<file path="src/rtl/pulse_width_adc_if.sv">
// soc/eoc converter handshake bundle: soc from the consumer, eoc and x back.
// Combinational wiring only, no latency.
// The consumer holds soc until eoc falls, then waits for eoc to rise before using x.
interface pulse_width_adc_if #(
  parameter int WIDTH = 8
);
  logic             soc;
  logic             eoc;
  logic [WIDTH-1:0] x;

  // Consumer side: starts conversions and reads results
  modport master (output soc, input eoc, input x);
  // Converter side: answers soc with eoc and x
  modport slave  (input soc, output eoc, output x);
endinterface

</file>
<file path="src/rtl/pulse_width_adc.sv">
// Measures high-pulse widths on pulse_in, queues them, serves them over soc/eoc.
// Latency: entry poppable one edge after the falling edge; eoc falls CONV_CYCLES after soc, rises DATA_CYCLES after soc low.
// Backpressure: full FIFO drops new widths (sticky overflow); empty FIFO stalls the conversion in LOAD.
module pulse_width_adc #(
  parameter int WIDTH       = 8,
  parameter int DEPTH       = 4,
  parameter int CONV_CYCLES = 2,
  parameter int DATA_CYCLES = 1
) (
  input  logic               clock,
  input  logic               reset,
  input  logic               pulse_in,
  output logic               overflow,
  pulse_width_adc_if.slave   bus
);

  localparam int AW   = $clog2(DEPTH);
  localparam int DMAX = (CONV_CYCLES > DATA_CYCLES) ? CONV_CYCLES : DATA_CYCLES;
  localparam int DW   = (DMAX < 2) ? 1 : $clog2(DMAX);

  typedef enum logic [1:0] {IDLE, CONV, BUSY, LOAD} state_t;

  // Pulse measurement
  logic             pin_q;
  logic             meas_q;
  logic [WIDTH-1:0] cnt_q, cnt_d;
  logic             rise, push;

  // FIFO storage; pointers carry one extra wrap bit to tell full from empty
  logic [WIDTH-1:0] mem_q [DEPTH];
  logic [AW:0]      wr_q, rd_q;
  logic             empty, full, pop;

  // Converter FSM
  state_t           state_q;
  logic [DW-1:0]    dly_q;
  logic             eoc_q;
  logic [WIDTH-1:0] x_q;
  logic             ovf_q;

  assign rise  = ~pin_q & pulse_in;
  // meas_q gates the push so a pulse already high at reset release is never queued
  assign push  = pin_q & ~pulse_in & meas_q;
  assign empty = (wr_q == rd_q);
  assign full  = (wr_q[AW] != rd_q[AW]) && (wr_q[AW-1:0] == rd_q[AW-1:0]);
  assign pop   = (state_q == LOAD) && (dly_q == '0) && !empty;

  assign bus.eoc  = eoc_q;
  assign bus.x    = x_q;
  assign overflow = ovf_q;

  // Width counter next state: load 1 on rising edge, saturate while high
  always_comb begin
    cnt_d = cnt_q;
    if (rise) begin
      cnt_d = WIDTH'(1);
    end else if (pin_q && pulse_in && (cnt_q != '1)) begin
      cnt_d = cnt_q + WIDTH'(1);
    end
  end

  // Input history, measurement-in-progress flag and width counter
  always_ff @(posedge clock) begin
    if (reset) begin
      pin_q  <= 1'b1;
      meas_q <= 1'b0;
      cnt_q  <= '0;
    end else begin
      pin_q <= pulse_in;
      cnt_q <= cnt_d;
      if (rise) begin
        meas_q <= 1'b1;
      end else if (push) begin
        meas_q <= 1'b0;
      end
    end
  end

  // FIFO data array; contents are only meaningful between the pointers
  always_ff @(posedge clock) begin
    if (push && !full) begin
      mem_q[wr_q[AW-1:0]] <= cnt_q;
    end
  end

  // FIFO pointers and sticky overflow; pop sees only pre-edge occupancy
  always_ff @(posedge clock) begin
    if (reset) begin
      wr_q  <= '0;
      rd_q  <= '0;
      ovf_q <= 1'b0;
    end else begin
      if (push) begin
        if (full) begin
          ovf_q <= 1'b1;
        end else begin
          wr_q <= wr_q + 1'b1;
        end
      end
      if (pop) begin
        rd_q <= rd_q + 1'b1;
      end
    end
  end

  // Converter handshake FSM with registered eoc and x
  always_ff @(posedge clock) begin
    if (reset) begin
      state_q <= IDLE;
      dly_q   <= '0;
      eoc_q   <= 1'b1;
      x_q     <= '0;
    end else begin
      case (state_q)
        IDLE: begin
          if (bus.soc) begin
            state_q <= CONV;
            dly_q   <= DW'(CONV_CYCLES - 1);
          end
        end
        CONV: begin
          if (dly_q == '0) begin
            eoc_q   <= 1'b0;
            state_q <= BUSY;
          end else begin
            dly_q <= dly_q - 1'b1;
          end
        end
        BUSY: begin
          if (!bus.soc) begin
            state_q <= LOAD;
            dly_q   <= DW'(DATA_CYCLES - 1);
          end
        end
        LOAD: begin
          if (dly_q != '0) begin
            dly_q <= dly_q - 1'b1;
          end else if (!empty) begin
            x_q     <= mem_q[rd_q[AW-1:0]];
            eoc_q   <= 1'b1;
            state_q <= IDLE;
          end
        end
        default: state_q <= IDLE;
      endcase
    end
  end

endmodule
</file>
<file path="src/flat_wrapper.sv">
// flat-port wrapper written by rule: the top's interface ports become plain ports
module pulse_width_adc_flat 
#(
  parameter int WIDTH       = 8,
  parameter int DEPTH       = 4,
  parameter int CONV_CYCLES = 2,
  parameter int DATA_CYCLES = 1
)
  (clock, reset, pulse_in, overflow, bus_soc, bus_eoc, bus_x);
  pulse_width_adc_if #(.WIDTH(WIDTH)) bus_i ();
  input  logic clock;
  input  logic reset;
  input  logic pulse_in;
  output logic overflow;
  input wire logic [$bits(bus_i.soc)-1:0] bus_soc;
  output wire logic [$bits(bus_i.eoc)-1:0] bus_eoc;
  output wire logic [$bits(bus_i.x)-1:0] bus_x;
  assign bus_i.soc = bus_soc;
  assign bus_eoc = bus_i.eoc;
  assign bus_x = bus_i.x;
  pulse_width_adc #(.WIDTH(WIDTH), .DEPTH(DEPTH), .CONV_CYCLES(CONV_CYCLES), .DATA_CYCLES(DATA_CYCLES)) u_core (.clock(clock), .reset(reset), .pulse_in(pulse_in), .overflow(overflow), .bus(bus_i));
endmodule
</file>
<file path="config.mk">
export PLATFORM = sky130hd
export DESIGN_NAME = pulse_width_adc_flat
export DESIGN_NICKNAME = d
export VERILOG_FILES = /design/src/rtl/pulse_width_adc_if.sv /design/src/rtl/pulse_width_adc.sv /design/src/flat_wrapper.sv
export SDC_FILE = /design/constraint.sdc
export NUM_CORES = 1
export LEC_CHECK = 0
export BUFFER_PORTS_ARGS = -buffer_cell sky130_fd_sc_hd__buf_2
export CAP_MARGIN = 20
export CORE_MARGIN = 4
export CORE_UTILIZATION = 54
export DETAILED_ROUTE_END_ITERATION = 16
export PLACE_DENSITY = 0.75
export SYNTH_ARGS = -nofsm -noshare
export SYNTH_HDL_FRONTEND = slang
export SYNTH_SLANG_ARGS = --single-unit
</file>
<file path="constraint.sdc">
create_clock -name clock -period 1.7 [get_ports clock]
set_clock_uncertainty 0.1 [all_clocks]
set_input_delay 0.17 -clock clock [delete_from_list [all_inputs] [get_ports clock]]
set_output_delay 0.17 -clock clock [all_outputs]
set_load 0.03 [all_outputs]
</file>
---- Word-level counts from Yosys, hierarchy flattened ----
Memories as Yosys holds them, arrays and structs flattened. A register that Yosys moved wholly into a read port is not among the register bits.
Index checks and enable logic that the tools add are counted.
word-level totals
  register bits ........................... 21
  memories kept ........................... 1
  bits of input ports ..................... 4
  output and inout port bits .............. 10
  bits in writable memories ............... 32
  word-level logic and storage cells ...... 75
cells by class
  bitwise logic cells ..................... 8
  equal/unequal tests ..................... 12
  mux-type cells .......................... 20
  add/subtract/negate cells ............... 4
  reduce and logical (&&, ||, !) cells .... 20
memories
  name          depth  bits a word  read ports  clocked after memory_dff  wr ports  RTL line               source
  u_core.mem_q  4      8            1           1                         1         pulse_width_adc.sv:30  logic [WIDTH-1:0] mem_q [DEPTH];
operator list
  operator                                              count
  two-way mux 1 bit                                     12
  two-way mux 2 bit                                     5
  != test 2 bit (second input constant)                 5
  adder 8 x 1 -> 8 bit (second input constant)          1
  != test 8 bit (second input constant)                 1
  case mux 2 bit (4 select lines)                       1
  adder 3 x 1 -> 3 bit (second input constant)          2
  logical AND 1 bit                                     6
  AND reduction 2 bit                                   3
  nonzero test 2 bit                                    3
  inverter 1 bit                                        5
  AND reduction 5 bit                                   1
  equality test 2 bit (second input constant)           2
  AND reduction 4 bit                                   1
  OR reduction 2 bit                                    2
  bitwise AND 1 bit                                     3
  equality test 3 bit                                   1
  case mux 1 bit (3 select lines)                       1
  AND reduction 3 bit                                   1
  equality test 2 x 1 -> 1 bit (second input constant)  1
  equality test 2 bit                                   1
  zero test 1 bit                                       2
  zero test 2 bit                                       1
  case mux 1 bit (2 select lines)                       1
  2 further kinds                                       2

---- Logic depth before layout (Yosys ltp) ----
Gate-level depths: netlist of run 1.
  depth in word-level cells ............... 6
  mapped depth ............................ 6
  gate-level depth less buffers ........... 5

---- Worst setup path before layout of run 1 ----
No wires, ideal clock.
  path type ............................... register -> register
  start point ............................. register u_core.rd_q[0]
  end point ............................... memory u_core.mem_q[3][0] (enable)
  path slack .............................. -0.024 ns
  data arrival time ....................... 1.293 ns
  cell stages (with the launch flop) ...... 5
  period minus slack after synthesis ...... 1.724 ns
  data required time ...................... 1.268 ns
  buffers on the path ..................... 1
  library setup time ...................... 0.332 ns
  cell sequence ........................... dfxtp_1 -> buf_6 -> xnor2_2 -> a31oi_2 -> and2_1
between the ends
  longest elaborated chain between the ends .. 6
RTL lines
  element                                  RTL line                source
  start, declared                          pulse_width_adc.sv:31   logic [AW:0] wr_q, rd_q;
  start signal, assigned                   pulse_width_adc.sv:101  rd_q <= rd_q + 1'b1;
  equality test 2 bit                      pulse_width_adc.sv:45   assign full = (wr_q[AW] != rd_q[AW]) && (wr_q[AW-1:0] == rd_q[AW-1:0]);
  logical AND 1 bit                        pulse_width_adc.sv:45
  zero test 1 bit                          pulse_width_adc.sv:81   if (push && !full) begin
  logical AND 1 bit                        pulse_width_adc.sv:81
  two-way mux 1 bit                        pulse_width_adc.sv:81
  two-way mux 1 bit (not written as such)  pulse_width_adc.sv:82   mem_q[wr_q[AW-1:0]] <= cnt_q;
  end, declared                            pulse_width_adc.sv:30
No other way between the ends.

---- Worst setup path after layout of run 1 ----
  start point ............................. register u_core.cnt_q[0]
  end point ............................... register u_core.cnt_q[7]
between the ends
  longest elaborated chain between the ends .. 2
  elaborated cells on any way between the ends .. 3
  classes of those cells .................. add/sub: 1; eq/ne: 1; reduce/logical: 1
RTL lines
  element                                                       RTL line               source
  start, declared                                               pulse_width_adc.sv:26  logic [WIDTH-1:0] cnt_q, cnt_d;
  start signal, assigned                                        pulse_width_adc.sv:70  cnt_q <= cnt_d;
  branches (longest 2 deep; another with adder 8 x 1 -> 8 bit)  -
Parallel ways; which one is timed is not known.
A chain may end at the register's enable or synchronous reset.

==> qor.csv, run 1 <==
stage,metric,value,unit
cts,cts_tree,built,
power_and_ir_drop,power_density,1110,mW/mm^2
critical_path,critical_path.reg2reg.startpoint,u_core.cnt_q[0],
logic_synthesis,synthesis.area,0.00265,sq mm
cells_and_area,nNetsFinal,236,
routing,routed-via-count,1625,
cts,max-clock-path-buffers,2,
routing,routedWlPerCell,17.6,um
routing,detail_routed_via_count_per_cell,5.55,
critical_path,crit_cells,5,
logic_synthesis,synth_warnings,0,
logic_synthesis,synth_cells,190,
cts,worst_setup_hold_path_clk_slew,70,ps
floorplanning,design.core.area,0.00472,sq mm
timing,postLayoutSetupSlackWorst,62.4,ps
critical_path,cp-end-kind,flip-flop,
cells_and_area,area.growth.synth_to_final,17.6,%
placed_design,io_buffers,13,
critical_path,crit_end,u_core.cnt_q[7],
routing,antenna_violating_nets_post_route,0,
floorplanning,die_y,78.0,um
grt,first_pass_grt_wire_length,8580,um
cells_and_area,drive_above_1_share,27.0,%
critical_path,timing.critical_path.buf_inv,0,
logic_synthesis,synth-edff-count,32,
critical_path,ordered_cell_list_for_the_critical_path,"ha_2, nand4_1, o21bai_4, or4_1, a21oi_1",
logic_synthesis,post_synthesis_average_cell_area,13.9,sq um
logic_synthesis,mappedNetlistNets,205,
cts,clockRootBuffer,sky130_fd_sc_hd__clkbuf_8,
placed_design,place_area,0.00286,sq mm
critical_path,crit_required,1870,ps
floorplanning,row_count,25,
timing,slew_violations,0,
cts,clock_sinks,61,
grt,grt_antenna_before_repair,0,
critical_path,crit_slowest_cell,sky130_fd_sc_hd__or4_1,
routing,initialDrtViolationCount,112,
critical_path,worst-endpoint-arrival,1800,ps
cts,tritoncts_buffers,9,
critical_path,path_max_fanout,6,
cts,postCtsSetupRepairBufs,0,
critical_path,crit-reg2reg-capture,u_core.cnt_q[7],
routing,totalWireLength,5150,um
grt,number_of_global_route_vias_before_repair,1700,
placed_design,dpl.hpwl,3490,um
logic_synthesis,post_synth_main_area_contributors,"sky130_fd_sc_hd__edfxtp_1, sky130_fd_sc_hd__dfxtp_1, sky130_fd_sc_hd__mux4_1",
placed_design,global_placer_s_final_weighted_congestion,0.786,
floorplanning,initial_core_util,56.1,%
cts,insertion_delay,340,ps
logic_synthesis,synth-main-ff-cell,sky130_fd_sc_hd__edfxtp_1,
critical_path,largest_stage_delay_on_the_critical_path,510,ps
logic_synthesis,cell_variety_after_synth,42,
timing,setup_tns,0,ps
logic_synthesis,yosys.area.top_type,sky130_fd_sc_hd__edfxtp_1,
power_and_ir_drop,vdd.ir_drop.worst,0.443,mV
floorplanning,floorplan.die.width,78.0,um
placed_design,placedCellCount,276,
logic_synthesis,async_sr_flop_fraction,0,%
critical_path,worst_path_dominant_cell_family,simple AND/OR/NAND/NOR gates,
job,max_cap_viol_count,0,
timing,post-route-min-period,1640,ps
timing,number_of_endpoints_with_negative_hold_slack_in_the_final_report,0,
timing,timing.max_slew.rel_slack,76.2,%
timing,fmaxAchievable,0.611,GHz
timing,worstMarginPinSlew,356,ps
worst_hold_path,hold_path_class,primary input to flip-flop,
floorplanning,area_of_the_die,0.00609,sq mm
placed_design,detailedPlace.worstSlack,25.5,ps
cts,clock_tree.htree_level_count,3,
cells_and_area,final_cell_area_excluding_filler_cells,0.00311,sq mm
grt,grt_start_max_net_pins,25,
logic_synthesis,synth_seq_cells,61,
cells_and_area,stdcell_count,293,
floorplanning,ioPinCount,14,
logic_synthesis,ys_seq_area_share,58.2,%
power_and_ir_drop,power.static_leakage,1.12,nW
critical_path,worst_r2r_path_depth,5,
grt,global_route.overflow_total,0,
grt,globalRouteTotalUtil,18.9,%
critical_path,r2r_setup_slack,60,ps
critical_path,worstSetupPathType,flip-flop to flip-flop,
critical_path,crit_path_start_kind,flip-flop,
logic_synthesis,area_share_of_the_leading_cell_type_in_the_synthesized_netlist,36.3,%
timing,finalCritPeriodShare,96.3,%
timing,finalSetupViolations,0,
run_status,run_status,finished clean,
cells_and_area,antenna_diode_count,0,
routing,drc,0,
cells_and_area,finalCoreUtilization,65.9,%
routing,drt-pass1-iter-count,4,
critical_path,crit_path_start,u_core.cnt_q[0],
==> state kept, by name, summed over array words and instances (netlist names) <==
register,count
u_core.overflow,1
u_core.state_q,2
u_core.rd_q,3
u_core.wr_q,3
u_core.meas_q,1
u_core.bus.eoc,1
u_core.cnt_q,8
u_core.mem_q,32
u_core.pin_q,1
u_core.bus.x,8
u_core.dly_q,1
==> per-stage QoR <==
stage	hold slack [ps]	total power [mW]
6_report	89.5	3.45
5_1_grt	106	3.59
2_1_floorplan	177	1.92
3_3_place_gp	322	1.98
4_1_cts	61.0	3.46
3_5_place_dp	328	2.02
==> worst register-to-register path, delay by kind of cell (launching register included) <==
| family | cells | cell delay [ps] |
|---|---|---|
| simple gates | 2 | 700 |
| flops | 1 | 330 |
| compound gates | 2 | 250 |
| fa+ha+maj | 1 | 200 |
==> report_power, final <==
part	internal, mW	leakage (nW)	switching, mW
sequential	1.59	0.520	0.0525
clock	0.860	0.102	0.587
combinational	0.154	0.501	0.199
total	2.61	1.12	0.839
==> cells in the mapped netlist (all sizes together), types with 3 or more instances <==
cell / number
clkbuf: 3
nand2: 3
nand3: 3
o21ai: 3
ha: 11
a21oi: 8
buf: 3
inv: 7
mux4: 8
and2: 4
nand3b: 4
xnor2: 5
nor2: 19
mux2i: 14
dfxtp: 29
nand2b: 3
edfxtp: 32
==> layout make-up <==
type                            instances  area [sq um]
Clock inverter                          6          86.3
Fill cell                             334          1610
Clock buffer                           10           138
Timing Repair Buffer                   26           178
Inverter                                7          26.3
Sequential cell                        61          1550
Tap cell                               67          83.8
Multi-Input combinational cell        116          1060
==> cells in the final DEF (no fill, tap or decap), types with 2 or more instances in the layout <==
master / instances
sky130_fd_sc_hd__o211ai_1: 2
sky130_fd_sc_hd__edfxtp_1: 32
sky130_fd_sc_hd__nand2_1: 3
sky130_fd_sc_hd__bufinv_16: 2
sky130_fd_sc_hd__and3_1: 2
sky130_fd_sc_hd__inv_1: 7
sky130_fd_sc_hd__nand3_1: 3
sky130_fd_sc_hd__nand3b_1: 3
sky130_fd_sc_hd__a21oi_1: 7
sky130_fd_sc_hd__and2_2: 4
sky130_fd_sc_hd__dfxtp_1: 26
sky130_fd_sc_hd__mux2i_1: 14
sky130_fd_sc_hd__buf_2: 13
sky130_fd_sc_hd__nand2b_1: 3
sky130_fd_sc_hd__nor2_1: 19
sky130_fd_sc_hd__o31ai_1: 2
sky130_fd_sc_hd__a21bo_2: 2
sky130_fd_sc_hd__xnor2_2: 2
sky130_fd_sc_hd__clkbuf_8: 10
sky130_fd_sc_hd__o21ba_2: 2
sky130_fd_sc_hd__mux4_1: 8
sky130_fd_sc_hd__xor2_1: 2
sky130_fd_sc_hd__o21ai_0: 3
sky130_fd_sc_hd__dfxtp_2: 3
sky130_fd_sc_hd__buf_4: 11
sky130_fd_sc_hd__ha_1: 10
sky130_fd_sc_hd__nand4_1: 2
sky130_fd_sc_hd__or4_1: 2
sky130_fd_sc_hd__xnor2_1: 3
sky130_fd_sc_hd__clkinvlp_4: 3
sky130_fd_sc_hd__or2_2: 2
sky130_fd_sc_hd__nor3_1: 2
==> worst min path at each step <==
stage / start / depth (start not counted) / slack (ps) / end
after global placement: pulse_in / 2 / 320 / u_core.pin_q
after global routing: pulse_in / 3 / 110 / u_core.cnt_q[2]
after CTS: pulse_in / 3 / 60 / u_core.cnt_q[2]
final: pulse_in / 3 / 90 / u_core.cnt_q[2]
after floorplan: pulse_in / 1 / 180 / u_core.pin_q
after detailed placement: pulse_in / 2 / 330 / u_core.pin_q
==> logic make-up after synthesis <==
group / synth area share [%]
buffers and inverters: 2.55
AND/OR/NAND/NOR: 10.2
adder cells (fa/ha/maj): 5.20
multiplexers: 13.2
XOR/XNOR: 2.88
flip-flops: 58.2
AO/OA/AOI/OAI: 7.75
==> timing repair <==
action,in CTS,in global routing
hold buffers,1,0
resized for setup,0,6
endpoints found under the hold margin,1,0
setup endpoints to repair,0,43
==> routing by layer <==
metal	track usage [%]	vias to the layer above	wire length (um)
met4	7.87	0	78
li1	-	772	-
met3	5.16	9	195
met1	21.8	806	2130
met2	33.2	38	2750
met5	0	-	0
No activity file was read; power rests on OpenSTA's default activity.
==> inputs of run 2 (changes only) <==
--- a/config.mk
+++ b/config.mk
@@ -9,6 +9,7 @@
 export CAP_MARGIN = 20
 export CORE_MARGIN = 4
 export CORE_UTILIZATION = 54
+export CTS_BUF_LIST = sky130_fd_sc_hd__clkbuf_16
 export DETAILED_ROUTE_END_ITERATION = 16
 export PLACE_DENSITY = 0.75
 export SYNTH_ARGS = -nofsm -noshare
==> run 2 against run 1 <==
Compared with the run above:
- critical path depth unchanged
- via count is 2.2% higher
- core utilization increased by 2.9 points
- clock power rose by 31%
==> qor.csv, run 2 (same netlist as run 1, synthesis figures left out) <==
stage,metric,value,unit
run_status,run_status,finished clean,
cts,clockRootBuffer,sky130_fd_sc_hd__clkbuf_16,
power_and_ir_drop,power_density,1200,mW/mm^2
cts,insertion_delay,320,ps
placed_design,io_buffers,13,
cells_and_area,fill_cells,305,
cells_and_area,nNetsFinal,237,
timing,worstMarginPinSlew,353,ps
floorplanning,floorplan.die.width,78.0,um
timing,post-route-min-period,1640,ps
worst_hold_path,hold_path_class,primary input to flip-flop,
cells_and_area,most_common_library_cell_in_the_layout_ignoring_fill_and_taps,sky130_fd_sc_hd__edfxtp_1,
cells_and_area,layout_common_cells,"sky130_fd_sc_hd__edfxtp_1, sky130_fd_sc_hd__dfxtp_1, sky130_fd_sc_hd__nor2_1",
placed_design,place_area,0.00286,sq mm
timing,timing.max_slew.rel_slack,76.3,%
timing,number_of_endpoints_with_negative_hold_slack_in_the_final_report,0,
cts,max-clock-path-buffers,2,
cells_and_area,drive_above_1_share,28.6,%
timing,finalCritPeriodShare,96.2,%
grt,first_pass_grt_wire_length,8740,um
timing,fmaxAchievable,0.611,GHz
timing,rsz0062_at_grt,yes,
floorplanning,area_of_the_die,0.00609,sq mm
routing,drt-pass1-iter-count,5,
cells_and_area,multi_input_area,0.00107,sq mm
grt,grt_start_max_net_pins,25,
critical_path,crit_required,1850,ps
routing,routed-via-count,1660,
floorplanning,row_count,25,
cts,clock_sinks,61,
job,max_cap_viol_count,0,
cts,postCtsSetupRepairBufs,0,
floorplanning,design.core.area,0.00472,sq mm
critical_path,worst-endpoint-arrival,1790,ps
power_and_ir_drop,vdd.ir_drop.worst,0.579,mV
critical_path,crit_path_start_kind,flip-flop,
critical_path,cp-end-kind,flip-flop,
cells_and_area,area.growth.synth_to_final,22.7,%
grt,global_route.overflow_total,0,
routing,drc,0,
timing,slew_violations,0,
cells_and_area,stdcell_count,294,
critical_path,worstSetupPathType,flip-flop to flip-flop,
power_and_ir_drop,total_power,3.91,mW
routing,initialDrtViolationCount,104,
grt,globalRouteTotalUtil,19.4,%
routing,antenna_violating_nets_post_route,0,
critical_path,path_max_fanout,6,
timing,finalSetupViolations,0,
grt,number_of_global_route_vias_before_repair,1757,
placed_design,global_placer_s_final_weighted_congestion,0.786,
placed_design,dpl.hpwl,3490,um
cts,cts_tree,built,
floorplanning,initial_core_util,56.1,%
cts,clock_tree.htree_level_count,3,
routing,routedWlPerCell,18.7,um
cells_and_area,largest_reg_flops,32,
floorplanning,die_y,78.0,um
placed_design,placedCellCount,276,
cells_and_area,antenna_diode_count,0,
routing,detail_routed_via_count_per_cell,5.65,
power_and_ir_drop,power.static_leakage,1.18,nW
cts,worst_setup_hold_path_clk_slew,50,ps
grt,grt_antenna_before_repair,0,
floorplanning,ioPinCount,14,
timing,setup_tns,0,ps
cells_and_area,area.sequential,0.00155,sq mm
cts,tritoncts_buffers,9,
routing,totalWireLength,5510,um
cells_and_area,final_cell_area_excluding_filler_cells,0.00325,sq mm
-- run 2: cell count changes in the layout (fill, tap and decap cells not counted), moves of 3 or more --
| cell | previous run | this run |
|---|---|---|
| sky130_fd_sc_hd__dfxtp_2 | 3 | 6 |
| sky130_fd_sc_hd__clkbuf_16 | 0 | 10 |
| sky130_fd_sc_hd__clkbuf_8 | 10 | 0 |
| sky130_fd_sc_hd__dfxtp_1 | 26 | 22 |
-- run 2: metrics by stage --
stage | util, % | hold slack (ps) | setup slack [ps]
final | 68.8 | 107 | 63.8
after global routing | 68.8 | 133 | 1.67
after CTS | 67.5 | 81.4 | 13.7
after detailed placement | 60.6 | 328 | 25.5
after global placement | 60.6 | 322 | 111
after floorplan | - | 177 | 40.8
-- run 2: area by class of cell --
cell class | count | area share [%]
Tap cell | 67 | 2.58
Inverter | 7 | 0.809
Timing Repair Buffer | 27 | 6.24
Multi-Input combinational cell | 116 | 32.9
Clock inverter | 7 | 2.77
Sequential cell | 61 | 47.8
Clock buffer | 9 | 6.93
-- run 2: final timing paths --
check / slack, ps / cells past startpoint / from / end
worst min-delay path: 110 / 3 / pulse_in / u_core.cnt_q[2]
worst max register to register: 60 / 5 / u_core.cnt_q[0] / u_core.cnt_q[7]
worst min register to register: 390 / 2 / u_core.bus.x[5] / u_core.bus.x[5]
worst max-delay path: 60 / 5 / u_core.cnt_q[0] / u_core.cnt_q[7]
-- run 2: report_power, final --
group	switching, mW	internal [mW]	leakage (nW)	total [mW]
sequential	0.0546	1.60	0.523	1.65
clock	0.629	1.27	0.143	1.90
combinational	0.207	0.155	0.513	0.362
total	0.890	3.02	1.18	3.91
-- run 2: critical path, stage by stage (launching register included) --
cell and delay [ps]:
sky130_fd_sc_hd__dfxtp_1 320, sky130_fd_sc_hd__ha_2 200, sky130_fd_sc_hd__nand4_1 190, sky130_fd_sc_hd__o21bai_4 110, sky130_fd_sc_hd__or4_1 510, sky130_fd_sc_hd__a21oi_1 140
-- run 2: routing by layer --
layer	track usage [%]	vias to the layer above	wire length (um)
li1	-	778	-
met1	20.7	825	2110
met2	35.7	43	3010
met3	3.44	14	203
met4	11.0	0	181
met5	0	-	0
-- run 2: repair_timing --
action / 4_1_cts / 5_1_grt
endpoints found under the setup margin: 0 / 39
hold buffers: 1 / 0
gates resized for setup: 0 / 12
hold endpoints to repair: 1 / 0
==> inputs of run 3 (changes only) <==
--- a/config.mk
+++ b/config.mk
@@ -5,13 +5,14 @@
 export SDC_FILE = /design/constraint.sdc
 export NUM_CORES = 1
 export LEC_CHECK = 0
-export BUFFER_PORTS_ARGS = -buffer_cell sky130_fd_sc_hd__buf_2
 export CAP_MARGIN = 20
 export CORE_MARGIN = 4
-export CORE_UTILIZATION = 54
+export CORE_UTILIZATION = 56
 export CTS_BUF_LIST = sky130_fd_sc_hd__clkbuf_16
+export CTS_CLUSTER_DIAMETER = 150
 export DETAILED_ROUTE_END_ITERATION = 16
-export PLACE_DENSITY = 0.75
+export DONT_BUFFER_PORTS = 1
+export PLACE_DENSITY = 0.74
 export SYNTH_ARGS = -nofsm -noshare
 export SYNTH_HDL_FRONTEND = slang
 export SYNTH_SLANG_ARGS = --single-unit
==> run 3 against run 2 <==
Compared with the run above:
- core utilization up 1.3 points
- die area down 3.2%
- final area down 3.5%
- critical path depth unchanged
- non-clock buffer count down 9
- the run now ends with negative hold slack left
- sequential cell count unchanged
==> qor.csv, run 3 (same netlist as run 1, synthesis figures left out) <==
stage,metric,value,unit
run_status,run_status,finished with violations,
run_status,violations,negative hold slack,
cts,cts_tree,built,
grt,number_of_global_route_vias_before_repair,1625,
floorplanning,initial_core_util,59.2,%
critical_path,crit_cells,5,
timing,fmaxAchievable,0.605,GHz
routing,routedWlPerCell,18.0,um
routing,drt-pass1-iter-count,4,
routing,initialDrtViolationCount,80,
worst_hold_path,hold_path_class,primary input to flip-flop,
cells_and_area,antenna_diode_count,0,
cts,cts_hold_repair.buffers,7,
critical_path,crit-reg2reg-capture,u_core.bus.x[5],
cells_and_area,drive_above_1_share,21.1,%
placed_design,dpl.hpwl,3320,um
critical_path,worst_r2r_path_depth,5,
power_and_ir_drop,total_power,3.71,mW
grt,globalRouteTotalUtil,18.1,%
floorplanning,design.core.area,0.00447,sq mm
timing,finalSetupViolations,0,
critical_path,path_max_fanout,13,
cells_and_area,most_common_library_cell_in_the_layout_ignoring_fill_and_taps,sky130_fd_sc_hd__edfxtp_1,
critical_path,largest_stage_delay_on_the_critical_path,410,ps
placed_design,placedCellCount,245,
critical_path,cp-end-kind,flip-flop,
timing,slew_violations,0,
power_and_ir_drop,netSwitchingFraction,22.0,%
grt,grt_antenna_before_repair,0,
grt,first_pass_grt_wire_length,8020,um
floorplanning,die_y,76.8,um
floorplanning,floorplan.die.width,76.8,um
worst_hold_path,hold_end,u_core.rd_q[2],
critical_path,worst-endpoint-arrival,1760,ps
critical_path,r2r_setup_slack,50,ps
timing,post-route-min-period,1650,ps
critical_path,crit_required,1800,ps
cells_and_area,nNetsFinal,228,
timing,final.hold.worst_slack,-182,ps
power_and_ir_drop,internal_power,2.90,mW
placed_design,detailedPlace.worstSlack,14.7,ps
cts,worst_setup_hold_path_clk_slew,50,ps
cells_and_area,area.growth.synth_to_final,18.4,%
timing,number_of_endpoints_with_negative_hold_slack_in_the_final_report,19,
critical_path,timing.critical_path.buf_inv,1,
timing,postLayoutSetupSlackWorst,47.6,ps
cts,clockRootBuffer,sky130_fd_sc_hd__clkbuf_16,
power_and_ir_drop,power.static_leakage,1.12,nW
timing,worstMarginPinSlew,378,ps
power_and_ir_drop,total_switching_power,0.816,mW
cells_and_area,layout_common_cells,"sky130_fd_sc_hd__edfxtp_1, sky130_fd_sc_hd__dfxtp_1, sky130_fd_sc_hd__nor2_1",
routing,drc,0,
critical_path,crit_path_start_kind,flip-flop,
critical_path,worst_path_dominant_cell_family,flip-flops,
cts,clock_tree.htree_level_count,3,
routing,detail_routed_via_count_per_cell,5.91,
cts,clock_sinks,61,
timing,timing.max_slew.rel_slack,74.7,%
floorplanning,row_count,24,
critical_path,ordered_cell_list_for_the_critical_path,"xnor2_2, a311oi_4, buf_12, mux2i_1, nor2_1",
grt,global_route.overflow_total,0,
floorplanning,ioPinCount,14,
placed_design,io_buffers,0,
power_and_ir_drop,power_density,1180,mW/mm^2
power_and_ir_drop,vdd.ir_drop.worst,0.589,mV
cts,insertion_delay,320,ps
cts,tritoncts_buffers,9,
cells_and_area,stdcell_count,270,
timing,setup_tns,0,ps
critical_path,critical_path.reg2reg.startpoint,u_core.rd_q[0],
routing,antenna_violating_nets_post_route,0,
worst_hold_path,holdPathStages,1,
cells_and_area,final_cell_area_excluding_filler_cells,0.00314,sq mm
floorplanning,area_of_the_die,0.00589,sq mm
power_and_ir_drop,pwr-share-seq,45.5,%
power_and_ir_drop,clock_power_share,44.4,%
grt,grt_start_max_net_pins,26,
job,max_cap_viol_count,0,
cells_and_area,largest_reg_flops,32,
critical_path,crit_slowest_cell,sky130_fd_sc_hd__dfxtp_1,
worst_hold_path,hp-start,reset,
placed_design,global_placer_s_final_weighted_congestion,0.769,
cts,max-clock-path-buffers,2,
placed_design,place_area,0.00276,sq mm
timing,finalCritPeriodShare,97.2,%
power_and_ir_drop,share_comb_of_total_power,10.2,%
routing,routed-via-count,1596,
routing,totalWireLength,4870,um
critical_path,worstSetupPathType,flip-flop to flip-flop,
-- run 3: what timing repair did --
item	CTS	global route
setup buffers	0	3
pin swaps	1	1
endpoints found under the hold margin	23	19
setup endpoints to repair	1	12
gates resized for setup	0	9
-- run 3: worst register-to-register path: stages, from the launching register on --
cell and delay [ps]:
sky130_fd_sc_hd__dfxtp_1 410, sky130_fd_sc_hd__xnor2_2 140, sky130_fd_sc_hd__a311oi_4 400, sky130_fd_sc_hd__buf_12 200, sky130_fd_sc_hd__mux2i_1 240, sky130_fd_sc_hd__nor2_1 50
-- run 3: through the flow --
stage	utilization (%)	hold slack, ps
after global routing	70.1	-201
after CTS	69.4	-198
after global placement	61.6	139
after floorplan	-	177
final	70.1	-182
after detailed placement	61.6	141
-- run 3: layout make-up --
class                           instances  area, sq um
Multi-Input combinational cell        116         1050
Inverter                                7         26.3
Tap cell                               52         65.1
Fill cell                             303         1340
Clock buffer                            9          225
Clock inverter                          7         52.6
Sequential cell                        61         1550
Timing Repair Buffer                   18          166
-- run 3: how the worst max path moves through the flow --
stage	from	to	slack, ps
finish	u_core.rd_q[0]	u_core.bus.x[5]	50
global route	u_core.cnt_q[0]	u_core.cnt_q[7]	-20
CTS	u_core.rd_q[0]	u_core.bus.x[5]	3
detailed placement	u_core.state_q[1]	u_core.bus.x[5]	10
global placement	u_core.rd_q[0]	u_core.bus.x[1]	110
floorplan	u_core.rd_q[0]	u_core.bus.x[7]	40
-- run 3: power groups by stage --
stage / Combinational [mW] / Clock (mW) / Sequential [mW]
5_1_grt: 0.425 / 1.77 / 1.69
3_3_place_gp: 0.276 / 0 / 1.69
2_1_floorplan: 0.232 / 0 / 1.69
3_5_place_dp: 0.297 / 0 / 1.70
6_report: 0.378 / 1.65 / 1.69
4_1_cts: 0.343 / 1.69 / 1.67
-- run 3: metal layers --
layer | part of all wire, % | GRT usage (%) | wire, um | up-vias
met5 | 0 | 0 | 0 | -
met4 | 1.8 | 9.24 | 90 | 0
met3 | 4.3 | 6.44 | 211 | 10
met2 | 50 | 28.6 | 2430 | 40
met1 | 44 | 21.8 | 2140 | 788
li1 | - | - | - | 758
